### src/rtl/sms23_inv_pkg.sv
// Shared constants and types for the inverse power-map S-box (y^41 over GF(2^6)).
package sms23_inv_pkg;

  localparam int          W    = 6;
  localparam logic [6:0]  POLY = 7'h43;
  localparam logic [5:0]  EXP  = 6'd41;

  typedef enum logic [1:0] {
    IDLE = 2'd0,
    SQR  = 2'd1,
    MUL  = 2'd2,
    DONE = 2'd3
  } state_e;

  // One squaring per exponent bit plus one multiply per set bit.
  function automatic int unsigned calc_lat(input logic [W-1:0] e);
    int unsigned n;
    n = W;
    for (int unsigned i = 0; i < W; i++) begin
      n += int'(e[i]);
    end
    return n;
  endfunction

  localparam int unsigned LAT = calc_lat(EXP);

endpackage

### src/rtl/sms23_inv_pow_seq_gf64_poly_mul.sv
// Combinational GF(2^W) multiply: carry-less product reduced modulo POLY.
module gf64_poly_mul #(
  parameter int         W    = sms23_inv_pkg::W,
  parameter logic [W:0] POLY = sms23_inv_pkg::POLY
) (
  input  logic [W-1:0] a,
  input  logic [W-1:0] b,
  output logic [W-1:0] c
);

  localparam int PW = 2 * W - 1;

  logic [PW-1:0] prod;

  always_comb begin
    prod = '0;
    for (int unsigned i = 0; i < W; i++) begin
      if (b[i]) begin
        prod = prod ^ (PW'(a) << i);
      end
    end
    // Clear product bits from the top down so each fold only touches lower bits.
    for (int unsigned i = PW - 1; i >= W; i--) begin
      if (prod[i]) begin
        prod = prod ^ (PW'(POLY) << (i - W));
      end
    end
    c = prod[W-1:0];
  end

endmodule

### src/rtl/sms23_inv_pow_seq.sv
// Sequential inverse S-box: out = in^EXP by MSB-first square-and-multiply on one shared multiplier.
module sms23_inv_pow_seq #(
  parameter int           W    = sms23_inv_pkg::W,
  parameter logic [W:0]   POLY = sms23_inv_pkg::POLY,
  parameter logic [W-1:0] EXP  = sms23_inv_pkg::EXP
) (
  input  logic         clk,
  input  logic         rst,
  input  logic         in_valid,
  output logic         in_ready,
  input  logic [W-1:0] in_data,
  output logic         out_valid,
  input  logic         out_ready,
  output logic [W-1:0] out_data,
  output logic         busy
);

  import sms23_inv_pkg::*;

  localparam int IW = $clog2(W);

  state_e        state_q, state_d;
  logic [W-1:0]  base_q, base_d;
  logic [W-1:0]  acc_q, acc_d;
  logic [IW-1:0] idx_q, idx_d;
  logic          in_ready_q, in_ready_d;
  logic [W-1:0]  mul_a, mul_b, mul_c;

  gf64_poly_mul #(
    .W    (W),
    .POLY (POLY)
  ) u_mul (
    .a (mul_a),
    .b (mul_b),
    .c (mul_c)
  );

  always_comb begin
    state_d = state_q;
    base_d  = base_q;
    acc_d   = acc_q;
    idx_d   = idx_q;
    mul_a   = acc_q;
    mul_b   = acc_q;
    case (state_q)
      IDLE: begin
        if (in_valid && in_ready_q) begin
          base_d  = in_data;
          acc_d   = W'(1);
          idx_d   = IW'(W - 1);
          state_d = SQR;
        end
      end
      SQR: begin
        acc_d = mul_c;
        if (EXP[idx_q]) begin
          state_d = MUL;
        end else if (idx_q == '0) begin
          state_d = DONE;
        end else begin
          idx_d = idx_q - 1'b1;
        end
      end
      MUL: begin
        mul_b = base_q;
        acc_d = mul_c;
        if (idx_q == '0) begin
          state_d = DONE;
        end else begin
          idx_d   = idx_q - 1'b1;
          state_d = SQR;
        end
      end
      DONE: begin
        if (out_ready) begin
          state_d = IDLE;
        end
      end
      default: state_d = IDLE;
    endcase
    // Registered so in_ready stays low throughout reset and rises one cycle after.
    in_ready_d = (state_d == IDLE);
  end

  always_ff @(posedge clk) begin
    if (rst) begin
      state_q    <= IDLE;
      base_q     <= '0;
      acc_q      <= '0;
      idx_q      <= '0;
      in_ready_q <= 1'b0;
    end else begin
      state_q    <= state_d;
      base_q     <= base_d;
      acc_q      <= acc_d;
      idx_q      <= idx_d;
      in_ready_q <= in_ready_d;
    end
  end

  assign in_ready  = in_ready_q;
  assign out_valid = (state_q == DONE);
  assign out_data  = (state_q == DONE) ? acc_q : '0;
  assign busy      = (state_q == SQR) || (state_q == MUL);

endmodule

### config.mk
export PLATFORM = sky130hd
export DESIGN_NAME = sms23_inv_pow_seq
export DESIGN_NICKNAME = d
export VERILOG_FILES = /design/src/rtl/sms23_inv_pkg.sv /design/src/rtl/sms23_inv_pow_seq_gf64_poly_mul.sv /design/src/rtl/sms23_inv_pow_seq.sv
export SDC_FILE = /design/constraint.sdc
export NUM_CORES = 1
export LEC_CHECK = 0
export ABC_CLOCK_PERIOD_IN_PS = 2500
export CAP_MARGIN = 40
export CORE_ASPECT_RATIO = 1.4
export CORE_MARGIN = 1.5
export CORE_UTILIZATION = 35
export CTS_CLUSTER_DIAMETER = 150
export DETAILED_ROUTE_END_ITERATION = 10
export PLACE_DENSITY = 0.57
export SLEW_MARGIN = 20
export SYNTH_ARGS = -nofsm -noshare
export SYNTH_HDL_FRONTEND = slang
export SYNTH_SLANG_ARGS = --single-unit
### constraint.sdc
create_clock -name clk -period 2.5 [get_ports clk]
set_clock_uncertainty 0.05 [all_clocks]
set_input_delay 0.25 -clock clk [delete_from_list [all_inputs] [get_ports clk]]
set_output_delay 0.25 -clock clk [all_outputs]
set_load 0.01 [all_outputs]
==> results of run 1 <==
## worst reg2reg max path, cell delays in order, from the launching register on
cell and delay (ns):
dfxtp_1 0.50, ha_4 0.25, nand2b_4 0.08, a32o_1 0.26
o22ai_1 0.23, xnor3_2 0.43, or2_1 0.24, a21oi_1 0.13
nor3_1 0.05
## cells in the mapped netlist, types with 3 or more instances
library cell	n	share of area, %
o22ai_1	6	2.1
clkbuf_1	9	1.9
nor2b_1	7	2.5
xnor2_1	10	5.0
ha_1	8	5.7
a22o_1	6	3.0
nor3_1	4	1.1
inv_1	5	1.1
dfxtp_1	19	22
xor2_1	11	5.5
a31oi_1	3	1.1
nand3_1	9	2.6
a21oi_1	17	4.8
nor2_1	20	4.3
buf_6	3	1.9
nand2_1	32	6.8
nand2b_1	9	3.2
mux2i_1	9	5.1
and2_1	6	2.1
## cell type report
type / count / area, sq um / share of cell area, %
flip-flops and latches: 19 / 380 / 18.1
multi-input cells: 188 / 1290 / 61.7
well taps: 64 / 80.1 / 3.82
clock buffers: 4 / 45.0 / 2.15
inverters: 5 / 18.8 / 0.896
repair buffers: 31 / 278 / 13.3
## cell families after synthesis
kind of cell    share of synthesized area [%]
simple gates                             26.5
compound gates                           18.8
xor+xnor                                 13.6
buf+inv                                  6.33
flops                                    21.6
mux                                      7.47
fa+ha+maj                                5.69
## layer usage
metal,routed length [um],part of all wire [%],vias to the layer above,global-route usage [%]
met2,2340,52,27,33.0
li1,-,-,819,-
met3,103,2.3,11,1.55
met5,0,0,-,0
met1,1960,43,762,20.7
met4,123,2.7,0,7.27
## registers in the layout (all words and copies together) (netlist names), named ones only
name and cells:
state_q 2, acc_q 6, idx_q 3, in_ready 1
base_q 6
## power groups by stage
stage          registers (mW)  clock network [mW]  logic (mW)
3_3_place_gp            0.446                   0       0.677
6_report                0.443               0.224       0.687
3_5_place_dp            0.448                   0       0.674
4_1_cts                 0.441               0.231       0.679
5_1_grt                 0.455               0.238       0.777
2_1_floorplan           0.412                   0       0.503
## repair_timing
| item | CTS | global route |
|---|---|---|
| setup endpoints to repair | 1 | 4 |
| pin swaps | 0 | 0 |
| resized for setup | 1 | 4 |
## per-stage QoR
stage	TNS, ns	cells	worst slack [ns]	util, %	area (sq um)
after CTS	0	311	0.0104	42.8	2070
after detailed placement	-0.0339	307	-0.0339	41.8	2020
final	0	311	0.153	43.3	2100
after global placement	-0.0163	307	-0.0163	41.8	2020
after global routing	0	311	0.00782	43.3	2100
after floorplan	0	228	0.200	-	1760
## how the worst min path moves through the flow
stage / start / endpoint / slack, ns / cells after the start
floorplan: rst / idx_q[1]$_SDFFE_PP0P_ / 0.28 / 1
global placement: idx_q[0]$_SDFFE_PP0P_ / idx_q[0]$_SDFFE_PP0P_ / 0.43 / 1
detailed placement: idx_q[0]$_SDFFE_PP0P_ / idx_q[0]$_SDFFE_PP0P_ / 0.44 / 1
CTS: idx_q[0]$_SDFFE_PP0P_ / idx_q[0]$_SDFFE_PP0P_ / 0.45 / 1
global route: idx_q[0]$_SDFFE_PP0P_ / idx_q[0]$_SDFFE_PP0P_ / 0.49 / 1
finish: idx_q[0]$_SDFFE_PP0P_ / idx_q[0]$_SDFFE_PP0P_ / 0.45 / 1
==> impl_metrics.yaml, run 1 <==
worst_setup_path:
  worstSetupStartpointType: "register"
  worstSetupStartpoint: "state_q[1]$_SDFF_PP0_"
  crit_type: "register to register"
  critPathTopFamily: "compound AO/OA/AOI/OAI gates"
  worst_setup_path_end_kind: "register"
  worstPathBufferInverterCount: 0
  crit_arrival_ns: 2.42
  r2r_slack_ns: 0.15
  required_ns: 2.57
  cell_breakdown_of_the_critical_path: "ha_4 -> nand2b_4 -> a32o_1 -> o22ai_1 -> xnor3_2 -> or2_1 -> a21oi_1 -> nor3_1"
  cp_max_fo: 8
  cp_num_cells: 8
  slowest_stage: "dfxtp_1"
  critical-path-max-stage-delay_ns: 0.50
  reg2reg_depth: 8
  timing.rr.end: "acc_q[0]$_SDFFE_PP0P_"
  crit_end: "acc_q[0]$_SDFFE_PP0P_"
  critical_r2r_launch: "state_q[1]$_SDFF_PP0_"
logic_synthesis:
  asyncSetResetFlopFracSynth_pct: 0
  postSynthAreaPerCell_sq_um: 7.72
  synth.yosys.warnings: 0
  syn-cell-area_sq_um: 1760
  seq_area_frac_synth_pct: 21.6
  postSynthNetCount: 246
  top_ff_cell_synth: "dfxtp_1"
  synth-edff-count: 0
  ys_types: 43
  flop_and_latch_count_out_of_synthesis: 19
  synthesized_netlist_cell_count: 228
sta:
  finalHoldWorstSlack_ns: 0.453
  rsz0062_at_grt: "false"
  slew-limit-headroom_pct: 56.6
  setup_viol: 0
  finalCriticalPeriod_ns: 2.35
  final_min_period_over_clock_period_pct: 93.9
  timing.fmax_ghz: 0.426
  max_slew.worst_pin.slew_ns: 0.649
  report.final.hold_viol_count: 0
  drv_slew: 0
grt:
  overflow: 0
  largest_net_degree_at_the_start_of_global_routing: 17
  vias_in_the_first_global_route: 1641
  wire_length_of_the_first_global_routing_pass_um: 7740
  global_route.usage.total_pct: 17.7
  grt_antenna_before_repair: 0
routing:
  via_per_inst: 5.21
  postRouteWirelength_um: 4520
  detail_route.wl_per_cell_um: 14.5
  detail-route-antenna-nets: 0
  firstDrtPassIters: 4
  initialDrtViolationCount: 38
  drc_errors_left: 0
  routed_via_count: 1619
cells_and_area:
  highest_count_cells_in_the_layout_ignoring_fill_and_taps: "nand2_1, nor2_1, dfxtp_1"
  filler_cell_count: 511
  final_common_cell: "nand2_1"
  insertedDiodeCount: 0
  layout.nets: 266
  syn_to_final_growth_pct: 19.1
  post_route_cells_drive_above_1_share_pct: 11.3
clocking:
  cts_hold_buffers: 0
  cts.repair_timing.setup_buffer_count: 0
  worst_skew_pair.late_latency_ns: 0.26
  tritoncts: "yes"
  clk_root_buffer_cell: "clkbuf_8"
  ctsLongestPathBuffers: 2
  ctsHtreeMaxLevel: 1
  tritoncts.num_buffers: 3
  clock_sinks: 19
  clkSlewWorstSetupHoldPaths_ns: 0.08
power_and_ir_drop:
  max-vdd-ir-drop_v: 0.000479
  pwr-share-clk_pct: 16.5
  power_mw: 1.35
  power.internal_mw: 0.797
  sequentialPowerShare_pct: 32.7
  cellLeakagePower_nw: 0.789
  part_of_the_total_power_dissipated_in_combinational_logic_pct: 50.7
  pwr_density_cell_nw_per_um2: 646
  switch_share_pct: 41.1
  power.switching_mw: 0.557
floorplan:
  boundaryPins: 19
  die_x_um: 62.9
  chipHeight_um: 86.9
  core-area_sq_um: 4840
  row_count: 30
  die_area_sq_um: 5470
  initial_core_util_pct: 36.3
worst_hold_path:
  hold_path.class: "register to register"
status:
  run_status: "complete, no violations"
placed_design:
  globalplace.congestion: 0.859
  hpwl_um: 3460
  place.port_buffers: 18
run:
  timing.max_cap.violations: 0
No activity file was read; power rests on OpenSTA's default activity.
==> inputs of run 2 (changes only) <==
SKIP_CTS_REPAIR_TIMING = 1   (was unset)
==> run 2 against run 1 <==
Against the previous run: maximum frequency about the same; flip-flop and latch count unchanged; count of clock-buffer cells in the layout unchanged; critical path depth unchanged; worst hold slack unchanged; combinational power about the same; global-route usage unchanged; highest routed layer unchanged; worst setup slack about the same; routed wire length about the same; non-clock buffer count unchanged.
==> impl_metrics.yaml, run 2 (same netlist as run 1, synthesis figures left out) <==
status:
  run_status: "complete, no violations"
worst_setup_path:
  crit_type: "register to register"
  worst_setup_path_end_kind: "register"
  crit_end: "acc_q[0]$_SDFFE_PP0P_"
  critical-path-max-stage-delay_ns: 0.50
  critical_r2r_launch: "state_q[1]$_SDFF_PP0_"
  timing.rr.end: "acc_q[0]$_SDFFE_PP0P_"
  r2r_slack_ns: 0.15
  crit_arrival_ns: 2.42
  cp_num_cells: 8
  reg2reg_depth: 8
  worstPathBufferInverterCount: 0
  cell_breakdown_of_the_critical_path: "ha_4 -> nand2b_4 -> a32o_1 -> o22ai_1 -> xnor3_2 -> or2_1 -> a21oi_1 -> nor3_1"
  required_ns: 2.57
  cp_max_fo: 8
  worstSetupStartpointType: "register"
  worstSetupStartpoint: "state_q[1]$_SDFF_PP0_"
  slowest_stage: "dfxtp_1"
  critPathTopFamily: "compound AO/OA/AOI/OAI gates"
clocking:
  clock_sinks: 19
  worst_skew_pair.late_latency_ns: 0.26
  tritoncts: "yes"
  ctsHtreeMaxLevel: 1
  clkSlewWorstSetupHoldPaths_ns: 0.08
  tritoncts.num_buffers: 3
  clk_root_buffer_cell: "clkbuf_8"
  ctsLongestPathBuffers: 2
cells_and_area:
  syn_to_final_growth_pct: 19.1
  post_route_cells_drive_above_1_share_pct: 11.3
  layout.nets: 266
  insertedDiodeCount: 0
  finish.cell_count_without_fillers: 311
  final_common_cell: "nand2_1"
  filler_cell_count: 511
  highest_count_cells_in_the_layout_ignoring_fill_and_taps: "nand2_1, nor2_1, dfxtp_1"
  final_cell_area_sq_um: 2100
  reg.largest.list: "acc_q: 6 flops, base_q: 6 flops, idx_q: 3 flops"
power_and_ir_drop:
  max-vdd-ir-drop_v: 0.000479
  part_of_the_total_power_dissipated_in_combinational_logic_pct: 50.7
  power.internal_mw: 0.797
  pwr_density_cell_nw_per_um2: 646
  cellLeakagePower_nw: 0.789
  switch_share_pct: 41.1
  pwr-share-clk_pct: 16.5
  power.switching_mw: 0.557
  sequentialPowerShare_pct: 32.7
grt:
  wire_length_of_the_first_global_routing_pass_um: 7750
  largest_net_degree_at_the_start_of_global_routing: 17
  vias_in_the_first_global_route: 1644
  overflow: 0
  grt_antenna_before_repair: 0
  global_route.usage.total_pct: 17.7
sta:
  setup_viol: 0
  drv_slew: 0
  timing.fmax_ghz: 0.426
  finalCriticalPeriod_ns: 2.35
  finalHoldWorstSlack_ns: 0.453
  rsz0062_at_grt: "false"
  final_min_period_over_clock_period_pct: 93.9
  max_slew.worst_pin.slew_ns: 0.649
  slew-limit-headroom_pct: 56.6
  report.final.hold_viol_count: 0
floorplan:
  core-area_sq_um: 4840
  die_area_sq_um: 5470
  chipHeight_um: 86.9
  boundaryPins: 19
  initial_core_util_pct: 36.3
  die_x_um: 62.9
  row_count: 30
routing:
  detail-route-antenna-nets: 0
  initialDrtViolationCount: 38
  routed_via_count: 1620
  firstDrtPassIters: 4
  detail_route.wl_per_cell_um: 14.5
  via_per_inst: 5.21
  postRouteWirelength_um: 4520
  drc_errors_left: 0
worst_hold_path:
  hold_path_depth: 1
  hold_path.class: "register to register"
placed_design:
  placedInstanceArea_sq_um: 2020
  place.port_buffers: 18
  hpwl_um: 3460
  place_inst: 307
  globalplace.congestion: 0.859
run:
  timing.max_cap.violations: 0
## run 2: cell counts in the layout (fill, tap and decap cells not counted)
Identical to the previous run, type by type.
## run 2: stage by stage
stage	total power [mW]	worst slack, ns	TNS (ns)	utilization, %
after global placement	1.12	-0.0163	-0.0163	41.8
after CTS	1.35	-0.0507	-0.0507	42.7
final	1.35	0.153	0	43.3
after floorplan	0.915	0.200	0	-
after global routing	1.47	0.00782	0	43.3
after detailed placement	1.12	-0.0339	-0.0339	41.8
## run 2: area by class of cell
class	count	area (sq um)	area share, %
multi-input combinational	188	1290	61.7
tap	64	80.1	3.82
sequential	19	380	18.1
inverter	5	18.8	0.896
clock buffer	4	45.0	2.15
timing repair buffer	31	278	13.3
## run 2: power groups by stage
stage	clock network, mW	registers [mW]	logic [mW]
global placement	0	0.446	0.677
detailed placement	0	0.448	0.674
finish	0.224	0.443	0.687
floorplan	0	0.412	0.503
global route	0.238	0.455	0.777
CTS	0.231	0.441	0.678
## run 2: worst min-delay path by stage
stage / start / to
floorplan: rst / idx_q[1]$_SDFFE_PP0P_
global placement: idx_q[0]$_SDFFE_PP0P_ / idx_q[0]$_SDFFE_PP0P_
detailed placement: idx_q[0]$_SDFFE_PP0P_ / idx_q[0]$_SDFFE_PP0P_
CTS: idx_q[0]$_SDFFE_PP0P_ / idx_q[0]$_SDFFE_PP0P_
global route: idx_q[0]$_SDFFE_PP0P_ / idx_q[0]$_SDFFE_PP0P_
finish: idx_q[0]$_SDFFE_PP0P_ / idx_q[0]$_SDFFE_PP0P_
## run 2: metal layers
metal / routed length [um] / part of all wire (%) / vias up / track usage [%]
li1: - / - / 820 / -
met1: 1960 / 43 / 762 / 20.7
met2: 2340 / 52 / 27 / 33.0
met3: 103 / 2.3 / 11 / 1.55
met4: 123 / 2.7 / 0 / 7.27
met5: 0 / 0 / - / 0
## run 2: worst reg2reg max path, cell delays in order (launching register included)
cell and delay [ns]:
dfxtp_1 0.50, ha_4 0.25, nand2b_4 0.08, a32o_1 0.26, o22ai_1 0.23, xnor3_2 0.43
or2_1 0.24, a21oi_1 0.13, nor3_1 0.05
